===== config.mk =====
export PLATFORM = sky130hd
export DESIGN_NAME = mem_copy_engine
export DESIGN_NICKNAME = d
export VERILOG_FILES = /design/src/rtl/mem_copy_engine.sv
export SDC_FILE = /design/constraint.sdc
export NUM_CORES = 1
export LEC_CHECK = 0
export BUFFER_PORTS_ARGS = -buffer_cell sky130_fd_sc_hd__buf_2
export CAP_MARGIN = 10
export CORE_MARGIN = 4
export CORE_UTILIZATION = 50
export CTS_BUF_LIST = sky130_fd_sc_hd__clkbuf_4
export CTS_CLUSTER_DIAMETER = 100
export CTS_CLUSTER_SIZE = 10
export DETAILED_ROUTE_END_ITERATION = 7
export HOLD_SLACK_MARGIN = 0.1
export PLACE_DENSITY = 0.7
export SYNTH_ARGS = -nofsm -noshare
export SYNTH_HDL_FRONTEND = slang
export SYNTH_SLANG_ARGS = --single-unit

===== constraint.sdc =====
create_clock -name i_clk -period 4.6 [get_ports i_clk]
set_input_delay 0.23 -clock i_clk [delete_from_list [all_inputs] [get_ports i_clk]]
set_output_delay 0.23 -clock i_clk [all_outputs]
set_load 0.005 [all_outputs]

===== src/rtl/mem_copy_engine.sv =====
// Block-copy bus initiator for the single-port word RAM: reads SRC+idx, then writes DST+idx, one word at a time.
// Optional MEM_COPY_FILL_EN adds a pattern-fill mode (i_fill / i_fill_pattern) that skips the read phase.
module mem_copy_engine #(
  parameter int DEPTH = 1024,
  parameter int LEN_W = 11
) (
  input  logic             i_clk,
  input  logic             i_reset,
  input  logic             i_start,
  input  logic [31:0]      i_src_addr,
  input  logic [31:0]      i_dst_addr,
  input  logic [LEN_W-1:0] i_length,
`ifdef MEM_COPY_FILL_EN
  input  logic             i_fill,
  input  logic [31:0]      i_fill_pattern,
`endif
  output logic [31:0]      o_mem_address,
  output logic [31:0]      o_mem_write_data,
  output logic             o_mem_write,
  output logic             o_mem_read,
  input  logic [31:0]      i_mem_read_data,
  output logic             o_busy,
  output logic             o_done,
  output logic             o_error
);

  // state | meaning
  // IDLE  | waiting for start; RAM port outputs held at 0
  // RD    | mem_read asserted at src+idx; read data captured at the edge
  // WR    | mem_write asserted at dst+idx with the captured word (or fill pattern)
  // DONE  | one-cycle done pulse, error if the request was out of range
  typedef enum logic [1:0] {S_IDLE, S_RD, S_WR, S_DONE} state_t;

  state_t           r_state;
  logic [31:0]      r_src;
  logic [31:0]      r_dst;
  logic [LEN_W-1:0] r_len;
  logic [LEN_W-1:0] r_idx;

  logic [32:0]      w_src_end;
  logic [32:0]      w_dst_end;
  logic             w_range_err;
  logic             w_last;
  logic [LEN_W-1:0] w_idx_nxt;
  logic             w_fill_req;
  logic             w_fill_q;
  logic [31:0]      w_fill_data;

`ifdef MEM_COPY_FILL_EN
  logic        r_fill;
  logic [31:0] r_pat;
  assign w_fill_req  = i_fill;
  assign w_fill_q    = r_fill;
  assign w_fill_data = r_pat;
`else
  assign w_fill_req  = 1'b0;
  assign w_fill_q    = 1'b0;
  assign w_fill_data = 32'd0;
`endif

  // 33-bit sums so a source or destination near 2^32 cannot wrap into range
  assign w_src_end   = {1'b0, i_src_addr} + 33'(i_length);
  assign w_dst_end   = {1'b0, i_dst_addr} + 33'(i_length);
  assign w_range_err = (w_dst_end > 33'(DEPTH)) || (!w_fill_req && (w_src_end > 33'(DEPTH)));
  assign w_last      = (r_idx == r_len - LEN_W'(1));
  assign w_idx_nxt   = r_idx + LEN_W'(1);

  // Outputs are registered: each branch loads the values for the state being entered.
  // o_mem_write_data doubles as the read buffer in copy mode.
  always_ff @(posedge i_clk or negedge i_reset) begin
    if (!i_reset) begin
      r_state          <= S_IDLE;
      r_src            <= '0;
      r_dst            <= '0;
      r_len            <= '0;
      r_idx            <= '0;
`ifdef MEM_COPY_FILL_EN
      r_fill           <= 1'b0;
      r_pat            <= '0;
`endif
      o_mem_address    <= '0;
      o_mem_write_data <= '0;
      o_mem_write      <= 1'b0;
      o_mem_read       <= 1'b0;
      o_busy           <= 1'b0;
      o_done           <= 1'b0;
      o_error          <= 1'b0;
    end else begin
      o_mem_address    <= '0;
      o_mem_write_data <= '0;
      o_mem_write      <= 1'b0;
      o_mem_read       <= 1'b0;
      o_busy           <= 1'b0;
      o_done           <= 1'b0;
      o_error          <= 1'b0;
      case (r_state)
        S_IDLE: begin
          if (i_start) begin
            r_src <= i_src_addr;
            r_dst <= i_dst_addr;
            r_len <= i_length;
            r_idx <= '0;
`ifdef MEM_COPY_FILL_EN
            r_fill <= i_fill;
            r_pat  <= i_fill_pattern;
`endif
            if (w_range_err) begin
              r_state <= S_DONE;
              o_done  <= 1'b1;
              o_error <= 1'b1;
            end else if (i_length == '0) begin
              r_state <= S_DONE;
              o_done  <= 1'b1;
            end else if (w_fill_req) begin
              r_state <= S_WR;
              o_busy  <= 1'b1;
              o_mem_write   <= 1'b1;
              o_mem_address <= i_dst_addr;
`ifdef MEM_COPY_FILL_EN
              o_mem_write_data <= i_fill_pattern;
`endif
            end else begin
              r_state       <= S_RD;
              o_busy        <= 1'b1;
              o_mem_read    <= 1'b1;
              o_mem_address <= i_src_addr;
            end
          end
        end
        S_RD: begin
          r_state          <= S_WR;
          o_busy           <= 1'b1;
          o_mem_write      <= 1'b1;
          o_mem_address    <= r_dst + 32'(r_idx);
          o_mem_write_data <= i_mem_read_data;
        end
        S_WR: begin
          if (w_last) begin
            r_state <= S_DONE;
            o_done  <= 1'b1;
          end else begin
            r_idx  <= w_idx_nxt;
            o_busy <= 1'b1;
            if (w_fill_q) begin
              r_state          <= S_WR;
              o_mem_write      <= 1'b1;
              o_mem_address    <= r_dst + 32'(w_idx_nxt);
              o_mem_write_data <= w_fill_data;
            end else begin
              r_state       <= S_RD;
              o_mem_read    <= 1'b1;
              o_mem_address <= r_src + 32'(w_idx_nxt);
            end
          end
        end
        S_DONE: begin
          r_state <= S_IDLE;
        end
        default: begin
          r_state <= S_IDLE;
        end
      endcase
    end
  end

endmodule


# == After elaboration in Yosys (flattened, before gate mapping) ==
# Cells that the tools add are included.
# W data, S select, Z words.
# totals
output_inout_bits,69
word_cells,61
ff_bits,157
in_bits,110
# classes
magnitude_cmp,2
add_sub_neg,6
n_mux,29
reduce_logical,6
eq_ne,6
# ops
op,count
$mux W32,5
$pmux W32 S3,1
$add A32 B11 Y33,2
$gt A33 B11 Y1 const B,2
$add A32 B11 Y32,2
$mux W11,2
$pmux W11 S2,1
$mux W1,12
$add A11 B1 Y11 const B,1
$eq A11 B11 Y1,1
$logic_not A11 Y1,1
$sub A11 B1 Y11 const B,1
$mux W2,4
$pmux W2 S4,1
$eq A2 B2 Y1 const B,2
$ne A2 B2 Y1 const B,2
$pmux W1 S2,2
$pmux W1 S3,1
$reduce_and A3 Y1,1
$eq A2 B1 Y1 const B,1
$logic_not A2 Y1,1
$reduce_and A2 Y1,1
$reduce_bool A2 Y1,1
$logic_or A1 B1 Y1,1

# == Depth between registers and ports, before layout ==
# logic_depth
depth_word,6
depth_mapped,14
ltp_nobuf,14

# == Worst setup path after synthesis ==
# Ideal clock, no wire load.
# synth_path
path_type,register to register
from,register r_idx[0]
to,register o_mem_address[19]
stages_incl_launch_ff,12
arrival_time_ns,3.170
synth_period_minus_slack_ns,3.308
setup_ns,0.138
required_ns,4.462
n_path_buf,0
setup_slack_ns,1.292
cell_sequence,dfrtp_1 > ha_1 > ha_1 > a21o_1 > a21o_1 > a2111oi_0 > o31ai_1 > o41ai_1 > nor2_1 > nand4_1 > xor2_1 > o22ai_1
# synth_via
elab_chain_cells,4
# synth_rtl
item,line,rtl
start: declaration,38,logic [LEN_W-1:0] r_idx;
start signal: assignment,142,r_idx <= w_idx_nxt;
$add A11 B1 Y11,66,assign w_idx_nxt = r_idx + LEN_W'(1);
$add A32 B11 Y32,152,o_mem_address <= r_src + 32'(w_idx_nxt);
$mux W32,138,if (w_last) begin
$pmux W32 S3 *,96,case (r_state)
end signal: assignment,134,o_mem_address <= r_dst + 32'(r_idx);
end signal: assignment,147,o_mem_address <= r_dst + 32'(w_idx_nxt);
end signal: assignment,152,
end: declaration,17,"output logic [31:0] o_mem_address,"
# Every way passes the cells marked *; elsewhere a longest branch is shown, timed or not.
# A chain may end at the register's enable or synchronous reset.

# == Worst setup path in the final report ==
# layout_path
from,input port i_length[4]
to,register o_mem_address[7]
# layout_via
elab_chain_cells,6
# layout_rtl
item,line,rtl
start: declaration,12,"input logic [LEN_W-1:0] i_length,"
"$add A32 B11 Y33, on equally long branches","63, 62",
$gt A33 B11 Y1,64,assign w_range_err = (w_dst_end > 33'(DEPTH)) || (!w_fill_req && (w_src_end > 33'(DEPTH)));
$logic_or A1 B1 Y1,64,
$mux W32 *,107,if (w_range_err) begin
$mux W32 *,98,if (i_start) begin
$pmux W32 S3 *,96,
end signal: assignment,118,o_mem_address <= i_dst_addr;
end signal: assignment,126,o_mem_address <= i_src_addr;
end signal: assignment,134,
# Marks and branches as above.

==> summary.md <==
| Metric | Value |
|---|---|
| DRC Markers | `0` |
| Dpl ws | `574.1 ps` |
| Critical Path Source Type | `primary input` |
| Synth cell types | `86` |
| Core ar. | `20300 um2` |
| Leak | `0.006029 uW` |
| RSZ-0062 raised after global routing | `false` |
| Fill count | `1773` |
| Initial antenna violation count | `1` |
| Layout area overhead | `23.83%` |
| CP max stage delay | `540 ps` |
| Final Hold Fails | `0` |
| Internal Power | `3348 uW` |
| YS warnings | `0` |
| Buffers added on ports | `178` |
| Max Cap Violations | `0` |
| Clk network pwr share | `0.147` |
| Worst setup margin | `558.3 ps` |
| Crit-path cells | `dlygate4sd3_1, buf_2, ha_1, nand2_1, o31a_2, or3_1, a2111oi_0, mux2_2, o22a_2, nor4_1, nand3_2, o21ai_0` |
| Die width | `151.9 um` |
| Sequential share of the synthesized area | `0.3793` |
| Rel. slew slack | `0.2739` |
| Final slew viol count | `0` |
| NumNets Final | `1617` |
| Most frequent cells in the layout | `nand2_1, buf_2, dfrtp_1` |
| WL per Instance | `18.49 um` |
| HPWL after DPL | `23350 um` |
| Post-Syn Instances | `1185` |
| Outcome | `finished clean` |
| Mapped Area | `10360 um2` |
| Worst-path fanout max | `13` |
| Non-filler cells in the finished layout | `1742` |
| Setup TNS | `0 ps` |
| Min Clock Period, post-route | `4042 ps` |
| Post-synth EDFFs | `0` |
| Post-synth top area cell | `dfrtp_1` |
| Clock Sinks | `157` |
| F_max | `247.4 MHz` |
| PwrDens | `452.5 nW/um2` |
| DRT Pass-1 Iters | `5` |
| Largest net degree at the start of global routing | `97` |
| DRT antenna net count | `0` |
| Top FF cell, synth | `dfrtp_1` |
| Crit-path leading delay family | `simple AND/OR/NAND/NOR gates` |
| DR iter-0 viols | `762` |
| # rows | `52` |
| CTS HTree Levels | `4` |
| Post-CTS sizing | `0` |
| Clk_skew | `23.63 ps` |
| Sw Pwr | `2456 uW` |
| Via Count | `10030` |
| Worst-Margin Slew | `1087 ps` |
| Crit. End Element | `flip-flop` |
| FF/Latch Area | `3929 um2` |
| Most common cell after layout, fill and taps aside | `nand2_1` |
| CP max-delay cell | `dlygate4sd3_1` |
| Total Wirelength | `32210 um` |
| Sw frac | `0.4232` |
| Share of the synthesized area in the top cell type | `0.3793` |
| Gate power share | `0.452` |
| Layout cell share with drive strength beyond 1 | `0.1864` |
| Layout Utilization | `0.6318` |
| Vias in the first global route | `9586` |
| Final Cycle Share | `0.8786` |
| Synth Net Count | `1345` |
| Initial core utilization | `0.5102` |
| HP Class | `in -> async` |
| VDD IR max | `0.2196 mV` |
| Crit Path Category | `in -> reg` |
| Clock Path Buffers | `2` |
| Worst EP required | `5110 ps` |
| Post-Place Cells | `1599` |
| Clk_lat worst skew | `590 ps` |
| Die H | `151.9 um` |
| Die area | `23080 um2` |
| Num CTS Buffers | `17` |
| Clk slew on worst S/H paths | `160 ps` |
| CTS tree | `built` |
| Io pins | `179` |
| Postcts setup bufs | `0` |
| Area contributors post-synth | `dfrtp_1, nand2_1, ha_1` |
| # setup viols final | `0` |
| Number of synthesized register bits | `157` |
| Syn avg cell area | `8.740 um2` |
| First-pass GRT wire length | `51400 um` |
| Grt total ovfl | `0` |
| Buf/Inv on CP | `2` |
| WP data arrival | `4550 ps` |
| Seq pwr share | `0.401` |
| DR vias/cell | `5.757` |
| RD Place Congestion | `0.9815` |
| Root buf cell | `clkbuf_4` |
| Post-synth ARST share | `1.000` |
| Gr usage total | `0.2740` |
| Multi-input gate area | `6076 um2` |
==> synthesized netlist by cell type (9+ instances only) <==
cell       count
dfrtp_1      157
nor2b_1        9
nor3_1        20
a21o_1        13
nor4_1        15
nor2_1        48
ha_1          46
xor2_1        49
o21ai_0       39
mux2_2        12
o21a_1        14
xnor2_1       48
and3_1        18
a21oi_1       37
nand3_1       56
o22ai_1       23
nand4_1       15
a211oi_1      20
o21ai_2        9
nand2_1      259
clkbuf_1      31
inv_1         31
o211ai_1      11
a2bb2oi_1     10
and2_1        48
==> per-stage QoR <==
| stage | power (uW) | hold WS (ps) | instance area (um2) |
|---|---|---|---|
| after CTS | 5801 | 284.8 | 12820 |
| after floorplan | 4104 | -65.59 | 10360 |
| after global placement | 4811 | 379.0 | 11430 |
| after global routing | 6266 | 303.9 | 12820 |
| after detailed placement | 4869 | 381.4 | 11430 |
| final | 5804 | 263.9 | 12830 |
==> worst register-to-register path: stages (launching register included) <==
cell       delay, ps
dfrtp_1          510
ha_1             350
ha_1             280
a21o_1           190
a21o_1           210
a2111oi_0        640
o31ai_1          240
o41ai_1          320
buf_4            210
nor2_1           120
nand4_1          140
xor2_1           190
o22ai_1          100
==> final cells by class <==
class | count | share of cell area
Antenna cell | 2 | 0.0003902
Clock buffer | 17 | 0.009950
Clock inverter | 15 | 0.01336
Inverter | 31 | 0.009072
Multi-Input combinational cell | 953 | 0.4737
Sequential cell | 157 | 0.3063
Tap cell | 270 | 0.02634
Timing Repair Buffer | 297 | 0.1609
==> power groups by stage <==
stage               clock network, uW  registers (uW)  logic, uW
floorplan                           0            2220       1880
global placement                    0            2330       2480
detailed placement                  0            2340       2530
CTS                               870            2310       2620
global route                      935            2390       2940
finish                            851            2330       2630
==> cells by family after synthesis <==
| family | Yosys count | synth area share |
|---|---|---|
| AO/OA/AOI/OAI | 243 | 0.1641 |
| XOR/XNOR | 97 | 0.08202 |
| adder cells (fa/ha/maj) | 50 | 0.06330 |
| buffers and inverters | 75 | 0.03467 |
| flip-flops | 157 | 0.3793 |
| multiplexers | 16 | 0.01691 |
| AND/OR/NAND/NOR | 547 | 0.2597 |
==> routing by layer <==
layer | track usage | vias to the layer above | routed length (um) | part of all wire
met4 | 0.07106 | 0 | 653 | 0.020
met2 | 0.4318 | 474 | 14610 | 0.45
met5 | 0 | - | 0 | 0
met3 | 0.06314 | 60 | 2433 | 0.076
li1 | - | 4774 | - | -
met1 | 0.3840 | 4721 | 14520 | 0.45
==> timing repair <==
action                                  4_1_cts  5_1_grt
endpoints found under the setup margin        0        0
hold endpoints to repair                    214        0
hold buffers                                109        0
==> path summary, 6_finish.rpt <==
path | from | to | slack, ps | cells after the start
worst min-delay path | i_reset | o_mem_address[3] | 260 | 2
max in group asynchronous | i_reset | r_dst[16] | 3320 | 3
worst max register to register | r_idx[0] | o_mem_address[19] | 970 | 12
worst min register to register | r_dst[4] | r_dst[4] | 510 | 2
worst max-delay path | i_length[4] | o_mem_address[7] | 560 | 12
min in group i_clk | i_mem_read_data[16] | o_mem_write_data[16] | 380 | 3
==> registers in the layout (all words and copies together), names as in the netlist <==
register / flops
o_busy: 1
o_done: 1
o_mem_write_data: 32
r_dst: 32
r_state: 2
r_len: 11
r_idx: 11
r_src: 32
o_mem_write: 1
o_mem_address: 32
o_error: 1
o_mem_read: 1
Power figures use the tool's default switching activity.
